### src/rtl/ram_dump_pkg.sv
// Shared state encoding and sizing constants for the RAM dump reader.
package ram_dump_pkg;

   typedef enum logic [1:0] {S_IDLE, S_RUN, S_DRAIN, S_DONE} state_t;

   localparam int BUF_DEPTH = 2;

   // count spans 0..WORDS inclusive, so it needs one bit more than an address
   function automatic int cnt_width(input int addr_width);
      return addr_width + 1;
   endfunction

endpackage

### src/rtl/ram_dump_skid.sv
// Two-entry FIFO of {last, data} absorbing the one-cycle RAM read latency.
module ram_dump_skid
   import ram_dump_pkg::*;
#(
   parameter int DATA_WIDTH = 32
) (
   input  logic                  i_clk,
   input  logic                  i_rst_n,
   input  logic                  i_push,
   input  logic                  i_push_last,
   input  logic [DATA_WIDTH-1:0] i_push_data,
   input  logic                  i_pop,
   output logic                  o_valid,
   output logic                  o_last,
   output logic [DATA_WIDTH-1:0] o_data,
   output logic [1:0]            o_occ
);

   logic [DATA_WIDTH:0] r_mem [BUF_DEPTH];
   logic                r_wptr;
   logic                r_rptr;
   logic [1:0]          r_occ;

   always_ff @(posedge i_clk) begin
      if (!i_rst_n) begin
         for (int i = 0; i < BUF_DEPTH; i++) r_mem[i] <= '0;
         r_wptr <= 1'b0;
         r_rptr <= 1'b0;
         r_occ  <= '0;
      end else begin
         if (i_push) begin
            r_mem[r_wptr] <= {i_push_last, i_push_data};
            r_wptr        <= ~r_wptr;
         end
         if (i_pop) r_rptr <= ~r_rptr;
         r_occ <= r_occ + 2'(i_push) - 2'(i_pop);
         // upstream issue throttling must never let a push land on a full buffer
         assert (!(i_push && !i_pop && r_occ == 2'(BUF_DEPTH)));
      end
   end

   assign o_valid = (r_occ != '0);
   assign o_last  = r_mem[r_rptr][DATA_WIDTH];
   assign o_data  = r_mem[r_rptr][DATA_WIDTH-1:0];
   assign o_occ   = r_occ;

endmodule

### src/rtl/ram_dump_reader.sv
// Streams a contiguous RAM window out on valid/ready with a last marker.
// Define RAM_DUMP_CLEAR_EN to zero each word after it has been read.
module ram_dump_reader
   import ram_dump_pkg::*;
#(
   parameter int ADDR_WIDTH = 12,
   parameter int DATA_WIDTH = 32,
   parameter int WORDS      = 4096
) (
   input  logic                              i_clk,
   input  logic                              i_rst_n,
   input  logic                              i_start,
   input  logic [ADDR_WIDTH-1:0]             i_base_addr,
   input  logic [cnt_width(ADDR_WIDTH)-1:0]  i_count,
   output logic                              o_busy,
   output logic                              o_done,
   output logic [ADDR_WIDTH-1:0]             o_ram_r_addr,
   input  logic [DATA_WIDTH-1:0]             i_ram_r_data,
   output logic                              o_m_valid,
   input  logic                              i_m_ready,
   output logic [DATA_WIDTH-1:0]             o_m_data,
   output logic                              o_m_last
`ifdef RAM_DUMP_CLEAR_EN
   ,
   output logic                              o_ram_we,
   output logic [ADDR_WIDTH-1:0]             o_ram_w_addr,
   output logic [DATA_WIDTH-1:0]             o_ram_w_data
`endif
);

   localparam int CW = cnt_width(ADDR_WIDTH);

   state_t                r_state;
   state_t                w_state_nxt;
   logic [ADDR_WIDTH-1:0] r_addr;
   logic [CW-1:0]         r_remain;
   logic                  r_inflight;
   logic                  r_inflight_last;
   logic [1:0]            w_occ;
   logic [2:0]            w_room;
   logic                  w_pop;
   logic                  w_issue;
   logic                  w_issue_last;

   // buffer slots already claimed, counting the read still in flight
   assign w_pop        = o_m_valid & i_m_ready;
   assign w_room       = 3'(w_occ) + 3'(r_inflight) - 3'(w_pop);
   assign w_issue      = (r_state == S_RUN) && (w_room < 3'(BUF_DEPTH));
   assign w_issue_last = w_issue && (r_remain == CW'(1));

   assign o_ram_r_addr = r_addr;
   assign o_busy       = (r_state != S_IDLE);
   assign o_done       = (r_state == S_DONE);

   always_ff @(posedge i_clk) begin
      if (!i_rst_n) r_state <= S_IDLE;
      else          r_state <= w_state_nxt;
   end

   always_comb begin
      w_state_nxt = r_state;
      case (r_state)
         S_IDLE:  if (i_start) w_state_nxt = (i_count == '0) ? S_DONE : S_RUN;
         S_RUN:   if (w_issue_last) w_state_nxt = S_DRAIN;
         S_DRAIN: if (w_pop && o_m_last) w_state_nxt = S_DONE;
         S_DONE:  w_state_nxt = S_IDLE;
         default: w_state_nxt = S_IDLE;
      endcase
   end

   always_ff @(posedge i_clk) begin
      if (!i_rst_n) begin
         r_addr          <= '0;
         r_remain        <= '0;
         r_inflight      <= 1'b0;
         r_inflight_last <= 1'b0;
      end else begin
         r_inflight      <= w_issue;
         r_inflight_last <= w_issue_last;
         if (r_state == S_IDLE && i_start) begin
            assert (i_count <= CW'(WORDS));
            r_addr   <= i_base_addr;
            r_remain <= i_count;
         end else if (w_issue) begin
            r_addr   <= r_addr + ADDR_WIDTH'(1);
            r_remain <= r_remain - CW'(1);
         end
      end
   end

   ram_dump_skid #(.DATA_WIDTH(DATA_WIDTH)) u_skid (
      .i_clk       (i_clk),
      .i_rst_n     (i_rst_n),
      .i_push      (r_inflight),
      .i_push_last (r_inflight_last),
      .i_push_data (i_ram_r_data),
      .i_pop       (w_pop),
      .o_valid     (o_m_valid),
      .o_last      (o_m_last),
      .o_data      (o_m_data),
      .o_occ       (w_occ)
   );

`ifdef RAM_DUMP_CLEAR_EN
   // write-first RAM: zero the word in the capture cycle, after its data is out
   logic [ADDR_WIDTH-1:0] r_iss_addr;

   always_ff @(posedge i_clk) begin
      if (!i_rst_n)     r_iss_addr <= '0;
      else if (w_issue) r_iss_addr <= r_addr;
   end

   assign o_ram_we     = r_inflight;
   assign o_ram_w_addr = r_iss_addr;
   assign o_ram_w_data = '0;
`endif

endmodule
### config.mk
export PLATFORM = sky130hd
export DESIGN_NAME = ram_dump_reader
export DESIGN_NICKNAME = d
export VERILOG_FILES = /design/src/rtl/ram_dump_pkg.sv /design/src/rtl/ram_dump_skid.sv /design/src/rtl/ram_dump_reader.sv
export SDC_FILE = /design/constraint.sdc
export NUM_CORES = 1
export LEC_CHECK = 0
export CAP_MARGIN = 30
export CORE_ASPECT_RATIO = 1.4
export CORE_UTILIZATION = 43
export CTS_BUF_LIST = sky130_fd_sc_hd__clkbuf_16
export DETAILED_ROUTE_END_ITERATION = 16
export MAX_ROUTING_LAYER = met4
export PLACE_DENSITY = 0.75
export SYNTH_ARGS = -nofsm -noshare
export SYNTH_HDL_FRONTEND = slang
export SYNTH_HIERARCHICAL = 1
export SYNTH_SLANG_ARGS = --single-unit
### constraint.sdc
create_clock -name i_clk -period 7.3 [get_ports i_clk]
set_input_delay 1.46 -clock i_clk [delete_from_list [all_inputs] [get_ports i_clk]]
set_output_delay 1.46 -clock i_clk [all_outputs]
set_load 0.05 [all_outputs]
### Word-level counts from Yosys, hierarchy flattened

Memories as Yosys holds them, arrays and structs flattened. A register that Yosys moved wholly into a read port is not among the register bits.
Index checks and enable logic that the tools add are counted.

* register bits after elaboration: 33
* memory bits (writable): 66
* output and inout bits: 48
* memories kept: 1

Memories
* u_skid.r_mem: depth 2, bits a word 33, read ports 1, clocked after memory_dff 1, wr ports 2, line ram_dump_skid.sv:19 `logic [DATA_WIDTH:0] r_mem [BUF_DEPTH];`

* $add $sub $neg: 6
* order comparisons: 1
* eq/ne operators: 7
* muxes and demuxes: 18
* bitwise operators: 3
* reduce and logical (&&, ||, !) cells: 11

Operators with widths (number)
* $mux W33: 1
* $reduce_or A33 Y1: 1
* $mux W13: 2
* $mux W12: 2
* $eq A13 B1 Y1 const B: 1
* $logic_not A13 Y1: 1
* $sub A13 B1 Y13 const B: 1
* $add A12 B1 Y12 const B: 1
* $mux W1: 8
* $mux W2: 4
* $pmux W2 S4: 1
* $ne A2 B2 Y1 const B: 3
* $reduce_bool A2 Y1: 3
* $eq A2 B2 Y1 const B: 2
* $logic_and A1 B1 Y1: 4
* $add A2 B1 Y3: 1
* $lt A3 B2 Y1 const B: 1
* $reduce_and A3 Y1: 1
* $sub A3 B1 Y3: 1
* $add A2 B1 Y2: 1
* $eq A2 B1 Y1 const B: 1
* $logic_not A2 Y1: 1
* $not A1 Y1: 2
* $sub A2 B1 Y2: 1
* $and A1 B1 Y1: 1

### Logic depth before layout (Yosys ltp)

Gate-level depths: netlist of run 1.

* word-level depth: 8
* gate-level depth with buffers: 11
* depth with buffers taken out: 9

### Modules after synthesis

Netlist of run 1, hierarchy kept.

Modules (own cells, without submodules)
* ram_dump_skid: times used 1, cells an instance 235, area each 3209.3 µm², sequential area each 2082.0 µm²
* ram_dump_reader: times used 1, cells an instance 204, area each 1699.1 µm², sequential area each 580.6 µm²

### Least setup slack after synthesis of run 1

Ideal clock, no wire load.

* kind: input -> register
* start: input port i_m_ready
* end: register r_remain[9]
* setup time: 0.074 ns
* data arrival time: 3.842 ns
* slack: 3.384 ns
* stages on the path: 10
* path buffers: 2
* cells stage by stage: and2_1 ha_1 nand2b_1 fa_1 buf_2 and4bb_2 clkbuf_1 nand3_1 or4_1 a31oi_1

* word-level cells in the longest chain between the ends: 5

Ends and longest elaborated chain
* start: declaration: line ram_dump_reader.sv:20 `input logic i_m_ready,`
* $and A1 B1 Y1: line ram_dump_reader.sv:46 `assign w_pop = o_m_valid & i_m_ready;`
* $sub A3 B1 Y3: line ram_dump_reader.sv:47 `assign w_room = 3'(w_occ) + 3'(r_inflight) - 3'(w_pop);`
* $lt A3 B2 Y1: line ram_dump_reader.sv:48 `assign w_issue = (r_state == S_RUN) && (w_room < 3'(BUF_DEPTH));`
* $logic_and A1 B1 Y1: line ram_dump_reader.sv:48
* $reduce_bool A2 Y1 (no source line)
* end signal: assignment: line ram_dump_reader.sv:83 `r_remain <= i_count;`
* end signal: assignment: line ram_dump_reader.sv:86 `r_remain <= r_remain - CW'(1);`
* end: declaration: line ram_dump_reader.sv:36 `logic [CW-1:0] r_remain;`

Every way passes these cells.
A chain may end at the register's enable or synchronous reset.

### Final worst setup path of run 1

* start: input port i_m_ready
* end: register r_addr[11], in the netlist o_ram_r_addr[11]

* word-level cells in the longest chain between the ends: 5

Ends and longest elaborated chain
* $and A1 B1 Y1: line ram_dump_reader.sv:46
* via w_pop: line ram_dump_reader.sv:41 `logic w_pop;`
* $sub A3 B1 Y3: line ram_dump_reader.sv:47
* $lt A3 B2 Y1: line ram_dump_reader.sv:48
* $logic_and A1 B1 Y1: line ram_dump_reader.sv:48
* $reduce_bool A2 Y1 (no source line)
* end signal: assignment: line ram_dump_reader.sv:82 `r_addr <= i_base_addr;`
* end signal: assignment: line ram_dump_reader.sv:85 `r_addr <= r_addr + ADDR_WIDTH'(1);`
* end: declaration: line ram_dump_reader.sv:35 `logic [ADDR_WIDTH-1:0] r_addr;`

The timed path passes the listed nets, and every way through them passes these cells.

==> results.txt, run 1 <==
The flow ran to the end, and the final reports show no timing, DRC or antenna violations. The count of endpoints failing setup in the final report is 0. The count of warnings emitted by yosys came out at 6. The floorplan die area came out at between 0.01 and 0.015 mm^2. After synthesis, flip-flops and latches occupy a little over half of the total area. Using the TritonRoute via totals, the vias-per-cell ratio works out to 5.370. The diode insertion count for antenna repair came out at 0. For this run, the share of the core covered by cells in the final layout is between 50% and 60%. In this run the remaining antenna-violating nets after routing total 0. The initialized floorplan defines 45 standard-cell rows.

The slowest stage of the critical path belongs to the cell sky130_fd_sc_hd__xnor2_2. The total iterations of the first detailed-routing run came out at 4. The clock-pin transition on the worst setup and hold timing paths is 0.07 ns. The synthesized design spends more area on one cell type than any other, namely sky130_fd_sc_hd__edfxtp_1. The routed wire length came out at 10410 um. The CTS sink count is 100. The number of remaining DRC errors came out at 0. Ranked by instance count, the synthesized netlist is headed by sky130_fd_sc_hd__nor2_1, sky130_fd_sc_hd__edfxtp_1, sky130_fd_sc_hd__nand2_1, sky130_fd_sc_hd__dfxtp_1, sky130_fd_sc_hd__mux2_4. Setup repair after global routing left no endpoint under its margin. In this run, the number of DRC markers left after iteration 0 of detailed routing was 135. The max capacitance violation total is 0. The area share of the largest cell type after synthesis is 40.38%. The share of the cycle needed by the critical path after routing is 61.32%. The worst IR drop on VDD came out at 0.2571 mV. The cell family contributing the most delay on the critical path is simple AND/OR/NAND/NOR gates. The cell sitting at the root of the clock tree is a sky130_fd_sc_hd__clkbuf_16. The post-CTS setup buffer count is 0. The slew at the pin closest to its max-slew limit came out at 0.7428 ns. The most numerous cell in the Yosys netlist is sky130_fd_sc_hd__nor2_1. The mapped cell area came out at 0.004908 mm^2. In this run, CTS created clock tree buffers numbering 9. The total overflow left after global routing is 0. The total power per unit cell area came out at 366.8 mW/mm^2.

The worst setup path is launched from a primary input. The synthesized netlist net count came out at 512. The growth of design area from synthesis to finish is 29.77%. The longest clock path from root to sink contains 2 buffers. Global routing used 18.36% of the available tracks. Counting flops with an async set or reset pin after synthesis yields a share of 0%. The fraction of final layout cells sized beyond drive strength 1 is ~12%. The leakage dissipation came out at 2.319 nW.

The initial antenna violation count is 0. In the synthesized netlist, the number of instances is around 440. Based on the critical path, the design can be clocked at up to 223.4 MHz. The post-synthesis sequential element count is 100. Sorting the synthesized cells by area gives the leading types as sky130_fd_sc_hd__edfxtp_1, sky130_fd_sc_hd__dfxtp_1, sky130_fd_sc_hd__mux2_4. Total power for the finished layout comes to 2.336 mW.

The endpoint type of the worst setup path is a register. The worst setup path is of the in2reg kind. The relative max-transition margin came out at between 50% and 60%.

A synthesized cell averages about 11 um^2. The wire length per cell came out at 15.23 um. The final clock skew is roughly 0.008 ns. TritonCTS built the clock tree. The first global-routing pass estimated 16590 um of wire.

The region available for standard cell placement spans 0.01098 mm^2. The final RePlAce weighted congestion is 0.9058. The worst hold path class is reg2reg.

The number of buffers inserted by port buffering is 108. For the worst setup path, the data arrival time is 4.75 ns. Detailed placement finished with a half-perimeter wire length of 7237 um. The later pin in the worst-skew pair is clocked with a latency of roughly 0.34 ns.

The total negative slack for setup checks came out at 0 ns. The initial cell density of the core is 44.71%. The via count of the first global-routing pass came to approximately 3600. The number of library cell types mapped by synthesis came out at 48. For the finished layout, the period the worst path requires is 4.476 ns. The number of primary I/O pins is 109. The critical path goes through clkdlybuf4s50_1, and2_1, ha_1, nand2b_1, fa_1, xnor2_2, nand4_1, or4_1, a31oi_1.

The fill cell instance count of the final layout is 928. From bottom edge to top edge, the die measures 128.4 um. The stage delay of the slowest cell on the critical path is 0.63 ns.

Of all nets on the critical path, the largest fanout is 18. The number of flops mapped to enable cells by yosys is 66. For the worst setup path, the data required time is around 7.6 ns. At the end of the flow, the number of nets in the layout was 611.

The detailed-route via count is 3673. The die span in x is 92.30 um. The pin count of the biggest net entering global routing is 50. The number of max-slew violations in the final report came out at 0.

The count of final hold-check violations is 0. The count of instances resized after the clock tree is built came out at 0. The buffer and inverter count on the worst path is 1. The primary flip-flop cell chosen by synthesis mapping is sky130_fd_sc_hd__edfxtp_1. CTS built an H-tree with a depth of 3. The count of hold-fix buffers inserted at cts came out at 0.
worst reg2reg max path: stages, from the launching register on:
cell	delay (ns)
sky130_fd_sc_hd__dfxtp_1	0.38
sky130_fd_sc_hd__or2_2	0.32
sky130_fd_sc_hd__and2_1	0.21
sky130_fd_sc_hd__ha_1	0.28
sky130_fd_sc_hd__nand2b_1	0.15
sky130_fd_sc_hd__fa_1	0.41
sky130_fd_sc_hd__xnor2_2	0.63
sky130_fd_sc_hd__nand4_1	0.43
sky130_fd_sc_hd__or4_1	0.61
sky130_fd_sc_hd__a31oi_1	0.16
registers in the layout, summed over array words and instances (netlist names), named ones only:
signal           count
r_inflight           1
o_ram_r_addr        12
u_skid/r_mem        66
u_skid/r_rptr        1
r_inflight_last      1
r_state              2
r_remain            13
u_skid/o_occ         2
u_skid/r_wptr        1
cells by family (layout without fill, tap and decap cells):
logic type | after synthesis | in the layout | synth area share, %
AND/OR/NAND/NOR | 174 | 174 | 16.80
adder cells (fa/ha/maj) | 12 | 12 | 3.212
AO/OA/AOI/OAI | 64 | 64 | 7.418
buffers and inverters | 38 | 142 | 4.767
XOR/XNOR | 16 | 16 | 3.288
flip-flops | 100 | 100 | 54.24
multiplexers | 35 | 35 | 10.27
metal layers:
metal | vias up | routed length, um | GRT usage (%)
met2 | 155 | 5407 | 32.09
met1 | 1728 | 4222 | 21.15
met4 | 0 | 196 | 7.537
met5 | - | 0 | -
li1 | 1771 | - | -
met3 | 19 | 588 | 2.541
power by group:
| group | leakage, nW | internal, mW | switching, mW |
|---|---|---|---|
| Combinational | 1.20 | 0.414 | 0.615 |
| Sequential | 0.966 | 0.722 | 0.0855 |
| Clock | 0.153 | 0.299 | 0.201 |
cells in the final DEF (no fill, tap or decap), drive strengths merged, types with 2 or more instances in the layout:
cell and n:
clkdlybuf4s50 107, nor2 72, edfxtp 66, nand2 42, dfxtp 34, mux2 33
o21ai 29, a21oi 15, inv 12, xor2 11, ha 11, nand4 10
a31oi 10, clkbuf 9, buf 8, nand3 7, or3 7, or4 6
nor4 5, and2 4, xnor2 4, nand2b 3, and3 3, o31ai 3
nor3 3, clkinv 3, mux2i 2, nor2b 2, and4 2, a21boi 2
or2 2, bufinv 2
path summary, 6_finish.rpt:
check / startpoint / endpoint / slack [ns] / depth (start not counted)
hold reg to reg: r_state[1] / r_state[1] / 0.50 / 2
hold / removal: r_state[1] / r_state[1] / 0.50 / 2
setup reg to reg: u_skid/o_occ[1] / o_ram_r_addr[11] / 3.67 / 9
setup / recovery: i_m_ready / o_ram_r_addr[11] / 2.82 / 9
stage by stage:
step	cells	hold slack [ns]	cell area (um^2)	worst slack [ns]
global route	684	0.5176	6370	2.601
global placement	665	0.4797	6000	2.556
CTS	684	0.5011	6370	2.836
floorplan	439	0.4643	4908	3.384
finish	684	0.5022	6370	2.824
detailed placement	668	0.4916	6055	2.471
area by class of cell:
cell class	count	area (um^2)	share of cell area, %
Clock inverter	7	90.09	1.414
Clock buffer	9	225.2	3.536
Sequential cell	100	2664	41.82
Timing Repair Buffer	115	1161	18.23
Multi-Input combinational cell	301	2012	31.59
Tap cell	141	176.4	2.770
Inverter	11	41.29	0.6482
(Power assumes the default switching activity.)
==> run 2: changes to the inputs <==
==> constraint.sdc (replaced) <==
create_clock -name i_clk -period 4.45 [get_ports i_clk]
set_input_delay 0.89 -clock i_clk [delete_from_list [all_inputs] [get_ports i_clk]]
set_output_delay 0.89 -clock i_clk [all_outputs]
set_load 0.05 [all_outputs]
==> results.txt, run 2 (synthesis gave the netlist of run 1 again) <==
The stage delay of the slowest cell on the critical path is 0.66 ns. The count of hold-fix buffers inserted at cts is 0. The leakage dissipation came out at 2.336 nW.

The placed wire-length estimate after detailed placement is 7277 um. The flip-flop count of the largest register, all copies and words added is 66. The relative max-transition margin is 31.58%. The count of routing violations after the opening detailed-route iteration is roughly 110.

The slowest stage of the critical path is the sky130_fd_sc_hd__fa_1 cell. The final global-route overflow total is 0. The met1 track demand over resource in global routing is between 20% and 30%. The worst setup path is of the in2reg kind. Traced cell by cell, the critical path runs through clkdlybuf4s50_1, and2_1, ha_1, nand2b_1, fa_1, and4bb_2, nand3_1, or4_1, a31oi_1. The initial antenna violation count came to 0. The number of core rows is 45. In this run the count of I/O pins placed on the die edge is 109.

The via count of the first global-routing pass is roughly 3700. Data on the critical path arrives at its endpoint at 3.84 ns. The buffer and inverter count on the worst path is 1. The number of remaining DRC errors is 0.

The highest clock frequency the design can meet is 279.4 MHz. The start point of the critical path is i_m_ready. The worst IR drop on VDD is 0.3320 mV.

The clock tree from TritonCTS is built. Across the run, the number of max-cap violations was 0. The H-tree generated during clock tree synthesis spans 3 levels.

Power spread over the standard cell area amounts to 600.8 mW/mm^2. The TritonCTS buffer count is 9. Data on the critical path is required at its endpoint by 4.71 ns.

After clock tree synthesis, the clock-pin slew on the worst setup and hold paths is 0.07 ns. The worst setup path is captured at a register. Setup repair after global routing left no endpoint under its margin. The share of the cycle needed by the critical path after routing is 80.43%.

The cell area after layout came out at 0.006386 mm^2. The die covers about 0.012 mm^2. The area of the placeable core came out at 0.01098 mm^2. The antenna violation net count after detailed routing is 0. The highest fanout seen on the critical path is 9. In the global route stage, met2 resource usage came out at 34.24%.

The total negative slack for setup checks came out at 0 ns. The multi-input gate area in the final layout came out at between 0.002 and 0.0025 mm^2. Once the floorplan was initialized, standard cells occupied 44.71% of the core. The growth of design area from synthesis to finish came out at 30.10%. The number of buffers inserted by port buffering is 108. The final RePlAce weighted congestion came out at 0.9109. The count of placed standard cells in the final layout, fillers left out came out at between 600 and 700.

The tree is rooted in a sky130_fd_sc_hd__clkbuf_16. The final net count came out at 613. The library cell used most frequently in the layout, excluding fill and tap cells, is sky130_fd_sc_hd__clkdlybuf4s50_1. The final clock skew came out at 0.004399 ns. The cell area after placement is 0.006070 mm^2. The clock period minus worst slack is 3.579 ns. The sequential cells in the finished layout cover a total of 0.002664 mm^2. In this run the most critical hold path is launched from o_ram_r_addr[11]. The tightest min-delay check is of the reg2reg type. The pin count of the biggest net entering global routing is 44. The family with the most delay on the worst path is simple AND/OR/NAND/NOR gates. The met3 routing resource usage after global routing came out at around 3.0%. In this run the most used layer during global routing was met2. In the layout the commonest cells are sky130_fd_sc_hd__clkdlybuf4s50_1, sky130_fd_sc_hd__nor2_1, sky130_fd_sc_hd__edfxtp_1. The flow ran to the end, and the final reports show no timing, DRC or antenna violations. At the pin with the least slew margin, the transition time is a little over 1 ns. The count of final hold-check violations is 0. The number of max-slew violations in the final report is 0.

The placed cell count is 670. At the later pin of the worst-skew pair, clock insertion delay measures 0.33 ns. Dividing the detail-routed wire length by the instance count gives 15.34 um. Wires add up to about 11000 um. The count of endpoints failing setup in the final report is 0. Counting every sink on the clock net gives 100. The maximum buffer depth of the clock tree came out at 2. The die height came out at ~130 um. The register containing the most flip-flops in the final layout is u_skid/r_mem. The filler cells instantiated in the layout total 923. The die span in x is 92.30 um. The wire length of the first global-routing pass is about 17000 um. The number of vias per cell is 5.334.

The post-CTS setup buffer count is 0. For this block, the via count after detailed routing is 3659. The total iterations of the first detailed-routing run is 4. The fraction of final layout cells sized beyond drive strength 1 came out at 11.93%. STA classifies the critical path startpoint as a primary input. For this run, the total global-route usage over all layers was measured as 18.99%.

The number of gates resized after CTS was 0. The diode insertion count for antenna repair came out at 0. The startpoint identified for the worst register-to-register timing path is u_skid/o_occ[1].
[run 2: final cells by class]
class | instances | share of cell area (%)
Clock inverter | 7 | 1.430
Sequential cell | 100 | 41.71
Timing Repair Buffer | 117 | 18.42
Multi-Input combinational cell | 301 | 31.50
Inverter | 11 | 0.6466
Clock buffer | 9 | 3.527
Tap cell | 141 | 2.763
[run 2: routing by layer]
layer,up-vias,share of wire (%)
li1,1771,-
met1,1754,41
met2,125,53
met3,9,4.7
met4,0,1.1
met5,-,0
[run 2: worst reg2reg max path, delay by kind of cell (launching register included)]
| kind | cells | cell delay, ns |
|---|---|---|
| DFF | 1 | 0.39 |
| adders and majority gates | 2 | 0.93 |
| AOI/OAI and AO/OA | 1 | 0.17 |
| and+or+nand+nor | 6 | 1.72 |
[run 2: per-stage QoR]
step	util, %	worst slack [ns]	hold slack, ns	total power, mW
finish	58.17	0.8711	0.5017	3.837
global route	58.17	0.7135	0.5274	4.030
CTS	58.17	0.8632	0.5009	3.871
detailed placement	55.28	0.5011	0.4920	3.041
global placement	54.85	0.6069	0.4802	3.007
floorplan	-	1.104	0.4643	2.594
[run 2: final timing paths]
path              slack (ns)  depth (start not counted)               end
setup / recovery        0.87                          9       r_remain[9]
hold / removal          0.50                          2  o_ram_r_addr[11]
setup reg to reg        1.16                          9       r_remain[9]
hold reg to reg         0.50                          2  o_ram_r_addr[11]
[run 2: where the power goes]
| group | leakage [nW] | internal (mW) | switching [mW] | total [mW] |
|---|---|---|---|---|
| clock network | 0.157 | 0.491 | 0.328 | 0.819 |
| logic | 1.21 | 0.685 | 1.00 | 1.69 |
| registers | 0.966 | 1.18 | 0.149 | 1.33 |
| total | 2.34 | 2.36 | 1.48 | 3.84 |
